`config.mk`:
```
export PLATFORM = sky130hd
export DESIGN_NAME = histo_capture_sequencer
export DESIGN_NICKNAME = d
export VERILOG_FILES = /design/src/rtl/histo_capture_sequencer.sv
export SDC_FILE = /design/constraint.sdc
export NUM_CORES = 1
export LEC_CHECK = 0
export ABC_AREA = 0
export ABC_CLOCK_PERIOD_IN_PS = 3480
export CAP_MARGIN = 25
export CORE_ASPECT_RATIO = 1.4
export CORE_MARGIN = 5
export CORE_UTILIZATION = 34
export CTS_CLUSTER_DIAMETER = 60
export DETAILED_ROUTE_END_ITERATION = 8
export PLACE_DENSITY = 0.57
export SYNTH_ARGS = -nofsm -noshare
export SYNTH_HDL_FRONTEND = slang
export SYNTH_SLANG_ARGS = --single-unit
```
`constraint.sdc`:
```
create_clock -name clk200 -period 3.48 [get_ports clk200]
set_clock_uncertainty 0.2 [all_clocks]
set_input_delay 0.696 -clock clk200 [delete_from_list [all_inputs] [get_ports clk200]]
set_output_delay 0.696 -clock clk200 [all_outputs]
set_load 0.05 [all_outputs]
```
`src/rtl/histo_capture_sequencer.sv`:
```
// histo_capture_sequencer: round-robin arbitrated capture of sorted histogram results
// with done-toggle synchronisation, timeout and holdoff between captures.
module histo_capture_sequencer #(
  parameter int DATA_SIZE   = 4,
  parameter int LENGTH_SIZE = 6,
  parameter int TIMEOUT_CYC = 4096,
  parameter int HOLDOFF_CYC = 32
) (
  input  logic                   clk200,
  input  logic                   rstn,
  input  logic                   En,
  input  logic [1:0]             Req,
  input  logic                   SortDoneTgl,
  input  logic [DATA_SIZE-1:0]   MaxCountData1,
  input  logic [DATA_SIZE-1:0]   MaxCountData2,
  input  logic [DATA_SIZE-1:0]   MaxCountData3,
  input  logic [LENGTH_SIZE-1:0] MaxCount1,
  input  logic [LENGTH_SIZE-1:0] MaxCount2,
  input  logic [LENGTH_SIZE-1:0] MaxCount3,
  output logic                   Collect,
  output logic                   Busy,
  output logic [1:0]             Grant,
  output logic [1:0]             Ack,
  output logic                   Err,
  output logic [DATA_SIZE-1:0]   ResData1,
  output logic [DATA_SIZE-1:0]   ResData2,
  output logic [DATA_SIZE-1:0]   ResData3,
  output logic [LENGTH_SIZE-1:0] ResCount1,
  output logic [LENGTH_SIZE-1:0] ResCount2,
  output logic [LENGTH_SIZE-1:0] ResCount3,
  output logic [15:0]            CaptureCount,
  output logic [7:0]             TimeoutCount
);
  localparam int TW = (TIMEOUT_CYC > 1) ? $clog2(TIMEOUT_CYC) : 1;
  localparam int HW = (HOLDOFF_CYC > 1) ? $clog2(HOLDOFF_CYC) : 1;
  typedef enum logic [1:0] {S_IDLE, S_COLLECT, S_WAIT, S_HOLD} state_t;
  state_t r_state, w_next;
  logic [1:0] r_sync;
  logic r_hist, r_last, r_collect, r_err;
  logic [1:0] r_grant, r_ack, w_pick;
  logic [TW-1:0] r_tcnt;
  logic [HW-1:0] r_hcnt;
  logic w_done_edge, w_grant_now, w_success, w_timeout, w_hold_end;
  logic [DATA_SIZE-1:0] r_rd1, r_rd2, r_rd3;
  logic [LENGTH_SIZE-1:0] r_rc1, r_rc2, r_rc3;
  logic [15:0] r_capcnt;
  logic [7:0] r_tocnt;
  assign w_done_edge = r_sync[1] ^ r_hist;
  // r_last holds the index of the last granted requester; a tie goes to the other one
  assign w_pick = (Req == 2'b11) ? (r_last ? 2'b01 : 2'b10) : Req;
  always_comb begin
    w_next = r_state;
    w_grant_now = 1'b0;
    w_success = 1'b0;
    w_timeout = 1'b0;
    w_hold_end = 1'b0;
    case (r_state)
      S_IDLE: if (En && Req != 2'b00) begin
        w_grant_now = 1'b1;
        w_next = S_COLLECT;
      end
      S_COLLECT: w_next = S_WAIT;
      S_WAIT: if (w_done_edge) begin
        w_success = 1'b1;
        w_next = S_HOLD;
      end else if (r_tcnt == TW'(TIMEOUT_CYC - 1)) begin
        w_timeout = 1'b1;
        w_next = S_HOLD;
      end
      S_HOLD: if (r_hcnt == HW'(HOLDOFF_CYC - 1)) begin
        w_hold_end = 1'b1;
        w_next = S_IDLE;
      end
      default: w_next = S_IDLE;
    endcase
  end
  always_ff @(posedge clk200 or negedge rstn)
    if (!rstn) r_state <= S_IDLE;
    else r_state <= w_next;
  always_ff @(posedge clk200 or negedge rstn) begin
    if (!rstn) begin
      r_sync <= '0;
      r_hist <= 1'b0;
      r_last <= 1'b1;
      r_collect <= 1'b0;
      r_err <= 1'b0;
      r_grant <= '0;
      r_ack <= '0;
      r_tcnt <= '0;
      r_hcnt <= '0;
      r_rd1 <= '0;
      r_rd2 <= '0;
      r_rd3 <= '0;
      r_rc1 <= '0;
      r_rc2 <= '0;
      r_rc3 <= '0;
      r_capcnt <= '0;
      r_tocnt <= '0;
    end else begin
      r_sync <= {r_sync[0], SortDoneTgl};
      r_hist <= r_sync[1];
      r_collect <= w_grant_now;
      r_ack <= (w_success || w_timeout) ? r_grant : 2'b00;
      r_err <= w_timeout;
      r_tcnt <= (r_state == S_WAIT) ? r_tcnt + 1'b1 : '0;
      r_hcnt <= (r_state == S_HOLD) ? r_hcnt + 1'b1 : '0;
      if (w_grant_now) begin
        r_grant <= w_pick;
        r_last <= w_pick[1];
      end else if (w_hold_end) r_grant <= '0;
      if (w_success) begin
        r_rd1 <= MaxCountData1;
        r_rd2 <= MaxCountData2;
        r_rd3 <= MaxCountData3;
        r_rc1 <= MaxCount1;
        r_rc2 <= MaxCount2;
        r_rc3 <= MaxCount3;
        r_capcnt <= r_capcnt + 1'b1;
      end
      if (w_timeout && r_tocnt != 8'hFF) r_tocnt <= r_tocnt + 1'b1;
    end
  end
  assign Collect = r_collect;
  assign Busy = (r_state != S_IDLE);
  assign Grant = r_grant;
  assign Ack = r_ack;
  assign Err = r_err;
  assign ResData1 = r_rd1;
  assign ResData2 = r_rd2;
  assign ResData3 = r_rd3;
  assign ResCount1 = r_rc1;
  assign ResCount2 = r_rc2;
  assign ResCount3 = r_rc3;
  assign CaptureCount = r_capcnt;
  assign TimeoutCount = r_tocnt;
endmodule

```
# ---- Yosys cells after proc, flatten, opt, wreduce, memory -nomap -nowiden
# Index checks and enable logic that the tools add are counted.
dict set report classes {
  n_lt_le_gt_ge 0
  add_sub_neg 4
  reduce_logical 8
  div 0
  n_mul 0
  muxes 21
  bitwise_logic 1
  shifts 0
  eq_ne 10
}
# op count
set op_table {}
lappend op_table {{$mux W2} 9}
lappend op_table {{$add A16 B1 Y16 const B} 1}
lappend op_table {{$add A12 B1 Y12 const B} 1}
lappend op_table {{$eq A12 B12 Y1 const B} 1}
lappend op_table {{$mux W12} 1}
lappend op_table {{$mux W1} 9}
lappend op_table {{$add A8 B1 Y8 const B} 1}
lappend op_table {{$ne A8 B8 Y1 const B} 1}
lappend op_table {{$pmux W2 S4} 1}
lappend op_table {{$eq A2 B2 Y1 const B} 3}
lappend op_table {{$reduce_bool A2 Y1} 3}
lappend op_table {{$add A5 B1 Y5 const B} 1}
lappend op_table {{$eq A5 B5 Y1 const B} 1}
lappend op_table {{$mux W5} 1}
lappend op_table {{$ne A2 B2 Y1 const B} 2}
lappend op_table {{$ne A3 B3 Y1 const B} 1}
lappend op_table {{$reduce_and A3 Y1} 1}
lappend op_table {{$eq A2 B1 Y1 const B} 1}
lappend op_table {{$logic_and A1 B1 Y1} 2}
lappend op_table {{$logic_not A2 Y1} 1}
lappend op_table {{$logic_or A1 B1 Y1} 1}
lappend op_table {{$xor A1 B1 Y1} 1}
dict set report word_totals {
  rom_bits 0
  word_cells 62
  mem_bits_rw 0
  input_bits 36
  regBits 83
  mem_count 0
  latch_bits 0
}

# ---- Logic depth before layout (Yosys ltp)
dict set report depth {
  ltp_word 6
  mapped_depth 8
  depth_no_buf 7
}

# ---- Least setup slack after synthesis
# Ideal clock, no wire load.
dict set report synth_path {
  kind {reg-to-reg}
  from {reg r_state[0]}
  to {reg r_tocnt[1] (netlist: TimeoutCount[1])}
  synth_period_minus_slack_ns 2.181
  path_buffers 1
  setup_slack_ns 1.299
  arrival_ns 1.857
  setup_ns 0.125
  path_stages_with_launch 8
  cell_sequence {dfrtp_1 > inv_1 > ha_1 > clkbuf_1 > nand4_1 > nor4_4 > o21a_4 > mux2_2}
}
dict set report synth_between {
  elab_chain_cells 3
}
# element line_no
set synth_lines {}
lappend synth_lines {{from (decl)} 37} ;# state_t r_state, w_next;
lappend synth_lines {{from (signal assigned)} 79} ;# else r_state <= w_next;
lappend synth_lines {{$eq A2 B2 Y1} 57} ;# case (r_state)
lappend synth_lines {{$mux W1} 57}
lappend synth_lines {{$logic_and A1 B1 Y1} 120} ;# if (w_timeout && r_tocnt != 8'hFF) r_tocnt <= r_tocnt + 1'b1;
lappend synth_lines {{to (signal assigned)} 120}
lappend synth_lines {{to (decl)} 47} ;# logic [7:0] r_tocnt;
# Every way passes these cells.
# A chain may end at the register's enable or synchronous reset.

# ---- Worst setup path in the final report
dict set report layout_path {
  from {reg r_state[0]}
  to {out Busy}
}
dict set report layout_between {
  elab_chain_cells 1
}
# element line_no
set layout_lines {}
lappend layout_lines {{$reduce_bool A2 Y1} 124} ;# assign Busy = (r_state != S_IDLE);
lappend layout_lines {{to (decl)} 21} ;# output logic Busy,
# Every way passes these cells.

==> flow_results.org <==
** Cells and area
- For this run, the post-layout net count is 486.
- The repair_antennas step left the layout with diodes totalling 0.
- Cells with a size suffix above 1 make up 6.04% of the layout.
- Footprint of the multi-input gates :: 0.00136 mm2
- From synthesis to final layout, the design area changed by 41.7%.
- Once layout is complete, the utilization of the core stands at 48.6%.
- Combined flip-flop and latch cell area :: 0.00208 mm2
- Excluding fillers, the count of instances in the completed layout stands at 585.
- The layout has 985 filler cells.

** CTS
- Clock slew seen by the registers of the worst setup and hold paths :: 60 ps
- After clock tree synthesis, the repair step resized 0 gates.
- The clock reaches the later pin of the worst-skew pair after roughly 330 ps.
- Clock tree synthesis inserted a total of 9 buffers.
- Clock sink count :: 83
- TritonCTS clock tree :: done
- Once the clock tree was built, the setup fixing pass inserted 0 buffers.
- Level count of the clock H-tree :: 3
- The clock passes through at most 2 buffers.
- Hold repair after CTS inserted 0 buffers.
- The cell sitting at the root of the clock tree is a sky130_fd_sc_hd__clkbuf_16.

** Placed design
- DP Wirelength :: 5950 um
- After detailed placement, the design holds a cell count of 569.
- IO buf count :: 96
- The congestion estimate from routability-driven global placement came to 0.783.

** Synth
- Number of enable-type register cells in the synthesized netlist :: 0
- Of all flip-flops after synthesis, the portion carrying an async set or reset was 100%.
- For this run, the leading register cell type out of synthesis is sky130_fd_sc_hd__dfrtp_1.
- The synthesized design devotes to its leading area cell type about three fifths of total area.
- By area the synthesized netlist is led by sky130_fd_sc_hd__dfrtp_1 (58%), sky130_fd_sc_hd__nand2_1 (11%), sky130_fd_sc_hd__xnor2_1 (5.0%), sky130_fd_sc_hd__ha_1 (2.8%), sky130_fd_sc_hd__xor2_1 (2.7%).
- Count of cell types in the netlist :: 30
- Summing the areas of all and, or, nand and nor instances in the mapped netlist gives 23.8% of the synthesized area.
- Post-synth top area cell :: sky130_fd_sc_hd__dfrtp_1
- Most frequent cell after synthesis :: sky130_fd_sc_hd__nand2_1
- Net count after synthesis :: 384
- After synthesis, the largest family of logic cells by area is simple AND/OR/NAND/NOR gates.
- Post-synthesis share of cell area spent on xor and xnor gates :: between 7 and 8%
- Average cell area after synthesis :: 10.3 um2
- For this run, the register share of the synthesized area comes to 59.1%.
- Fraction of the mapped netlist area in adder cells :: under 10%
- Synth warnings :: 0
- The commonest cells after synthesis are sky130_fd_sc_hd__nand2_1 (107), sky130_fd_sc_hd__dfrtp_1 (82), sky130_fd_sc_hd__xnor2_1 (20), sky130_fd_sc_hd__nand3_1 (18), sky130_fd_sc_hd__and2_1 (15).
- The cell area that synthesis handed to floorplanning was 0.00351 mm2.
- The synthesized netlist devotes under 10% of its cell area to compound gates.
- Multiplexer cells account for 1.28% of the synthesized area.
- Counting every instance in the synthesized netlist gives 340.
- Number of synthesized register bits :: 83

** Floorplanning
- Number of rows in the core area :: 44
- Die outline height :: 130 um
- For this configuration, the core starts out at a cell density of 34.3%.
- Count of boundary I/O pins :: 97
- The die covers 0.0125 mm2.
- Die X :: 95.9 um
- The region available for standard cell placement spans 0.0102 mm2.

** Drt
- Detailed Route Iter0 Violations :: around 100
- In the routed design, unresolved DRC markers number 0.
- DR vias/cell :: 4.48
- The routed layout has 2623 vias.
- First-pass iteration count of the detailed router :: 4
- Post-route ant nets :: 0
- In the final routed layout, each cell accounts on average for between 10 and 15 um.
- Final wirelength :: roughly 8000 um

** Critical path
- Counting cells, the worst reg-to-reg path comes to 6.
- FF-to-FF Start :: r_state[0]
- Data on the critical path is required at its endpoint by 2580 ps.
- Worst setup SP type :: flop
- Along the worst path, the maximum fanout reaches 4.
- The worst setup path is of the flop to output port kind.
- Data on the critical path arrives at its endpoint at 1870 ps.
- Sort of element at the end of the critical path :: output port
- The critical path starts at r_state[0].

** Run status
- Result of the run :: finished, final reports clean

** GRT
- Overall fraction of global-route tracks in use :: between 10% and 20%
- The via count of the first global-routing pass was 2661.
- Aggregate global routing overflow :: 0
- The initial antenna violation count is 0.
- Entering global routing, the biggest net connects 52 pins.
- The first global-routing pass estimated ~13000 um of wire.

** Timing
- RSZ-0062 raised after global routing :: false
- Hold is met by 105 ps.
- Total Neg Setup Slack :: 0 ps
- The final hold violation count is 0.
- Headroom to the max-slew limit :: between 50% and 60%
- # setup viols final :: 0
- Max-slew violation count :: 0
- The worst path needs between 2000 and 3000 ps of the cycle, external delays included.
- Of the available clock period, the critical path in the final layout requires 79.6%.
- Transition at the pin with the smallest max-transition slack :: 692 ps
- Achievable frequency :: 0.361 GHz

** Power and ir drop
- VDD IR-drop max :: 0.000457 V
- Overall power consumption :: 4.20 mW
- Dividing total power by cell area gives a power density of 843 mW/mm2.
- Leak Pwr :: 2.33 nW

** Worst hold path
- The min-delay analysis places its worst path in the category primary input to asynchronous set/reset pin.

** Flow run
- Count of maximum capacitance violations :: 0
==> kinds of logic after synthesis <==
logic type	Yosys count
buf+inv	19
fa+ha+maj	8
flops	83
mux	4
simple gates	178
xor+xnor	31
compound gates	17
==> worst max-delay path: stages (launching register included) <==
cell,delay [ps]
sky130_fd_sc_hd__dfrtp_1,360
sky130_fd_sc_hd__inv_1,80
sky130_fd_sc_hd__ha_1,240
sky130_fd_sc_hd__inv_1,70
sky130_fd_sc_hd__clkdlybuf4s50_1,790
==> metal layers <==
metal	vias to the layer above	wire length, um	GRT usage [%]
li1	1311	-	-
met1	1234	3270	16.5
met2	66	4030	22.0
met3	12	482	4.61
met4	0	184	6.62
met5	-	0	0
==> final cells by class <==
cell class / count / share of cell area [%]
repair buffers: 100 / 20.3
well taps: 138 / 3.47
flip-flops and latches: 83 / 41.7
clock inverters: 6 / 1.78
multi-input cells: 238 / 27.4
inverters: 10 / 0.754
clock buffers: 10 / 4.60
==> report_power, final <==
group | internal [mW] | total [mW] | leakage (nW) | switching [mW]
Clock | 0.630 | 1.01 | 0.149 | 0.382
Sequential | 1.22 | 1.39 | 1.08 | 0.165
Combinational | 0.589 | 1.80 | 1.10 | 1.21
==> flip-flops by register name, summed over array words and instances (netlist names), 4 cells and up <==
| register | cells |
|---|---|
| ResCount2 | 6 |
| ResData1 | 4 |
| ResData3 | 4 |
| ResData2 | 4 |
| r_tcnt | 12 |
| ResCount1 | 6 |
| TimeoutCount | 8 |
| CaptureCount | 16 |
| ResCount3 | 6 |
| r_hcnt | 5 |
==> through the flow <==
step	area, um2	setup WS, ps
finish	4980	710
global route	4980	651
CTS	4980	695
floorplan	3510	1300
detailed placement	4660	1060
global placement	4630	1100
==> path summary, 6_finish.rpt <==
kind | to | slack (ps)
max in group asynchronous | ResCount1[4] | 2380
hold / removal | r_state[1] | 110
hold reg to reg | r_sync[1] | 150
setup / recovery | Busy | 710
min in group clk200 | r_sync[1] | 150
setup reg to reg | TimeoutCount[1] | 1140
==> cell usage in the layout, fill, tap and decap left out, types with 2 or more instances in the layout <==
| cell type | count |
|---|---|
| sky130_fd_sc_hd__clkbuf_16 | 9 |
| sky130_fd_sc_hd__nor2b_1 | 5 |
| sky130_fd_sc_hd__nand2_1 | 107 |
| sky130_fd_sc_hd__clkdlybuf4s50_1 | 95 |
| sky130_fd_sc_hd__nand4_1 | 8 |
| sky130_fd_sc_hd__clkinvlp_4 | 2 |
| sky130_fd_sc_hd__and4_1 | 2 |
| sky130_fd_sc_hd__a31oi_1 | 2 |
| sky130_fd_sc_hd__a21oi_1 | 5 |
| sky130_fd_sc_hd__buf_4 | 4 |
| sky130_fd_sc_hd__mux2_2 | 3 |
| sky130_fd_sc_hd__o21ai_0 | 4 |
| sky130_fd_sc_hd__and3_1 | 5 |
| sky130_fd_sc_hd__dfrtp_1 | 82 |
| sky130_fd_sc_hd__nor2_1 | 7 |
| sky130_fd_sc_hd__o211ai_1 | 2 |
| sky130_fd_sc_hd__bufinv_16 | 2 |
| sky130_fd_sc_hd__xnor2_1 | 20 |
| sky130_fd_sc_hd__xor2_1 | 11 |
| sky130_fd_sc_hd__inv_1 | 10 |
| sky130_fd_sc_hd__nor3_1 | 4 |
| sky130_fd_sc_hd__ha_1 | 8 |
| sky130_fd_sc_hd__o21a_1 | 2 |
| sky130_fd_sc_hd__nor4_1 | 4 |
| sky130_fd_sc_hd__and2_1 | 15 |
| sky130_fd_sc_hd__nand3_1 | 18 |
Note: power is estimated with default switching activity, not from simulation.
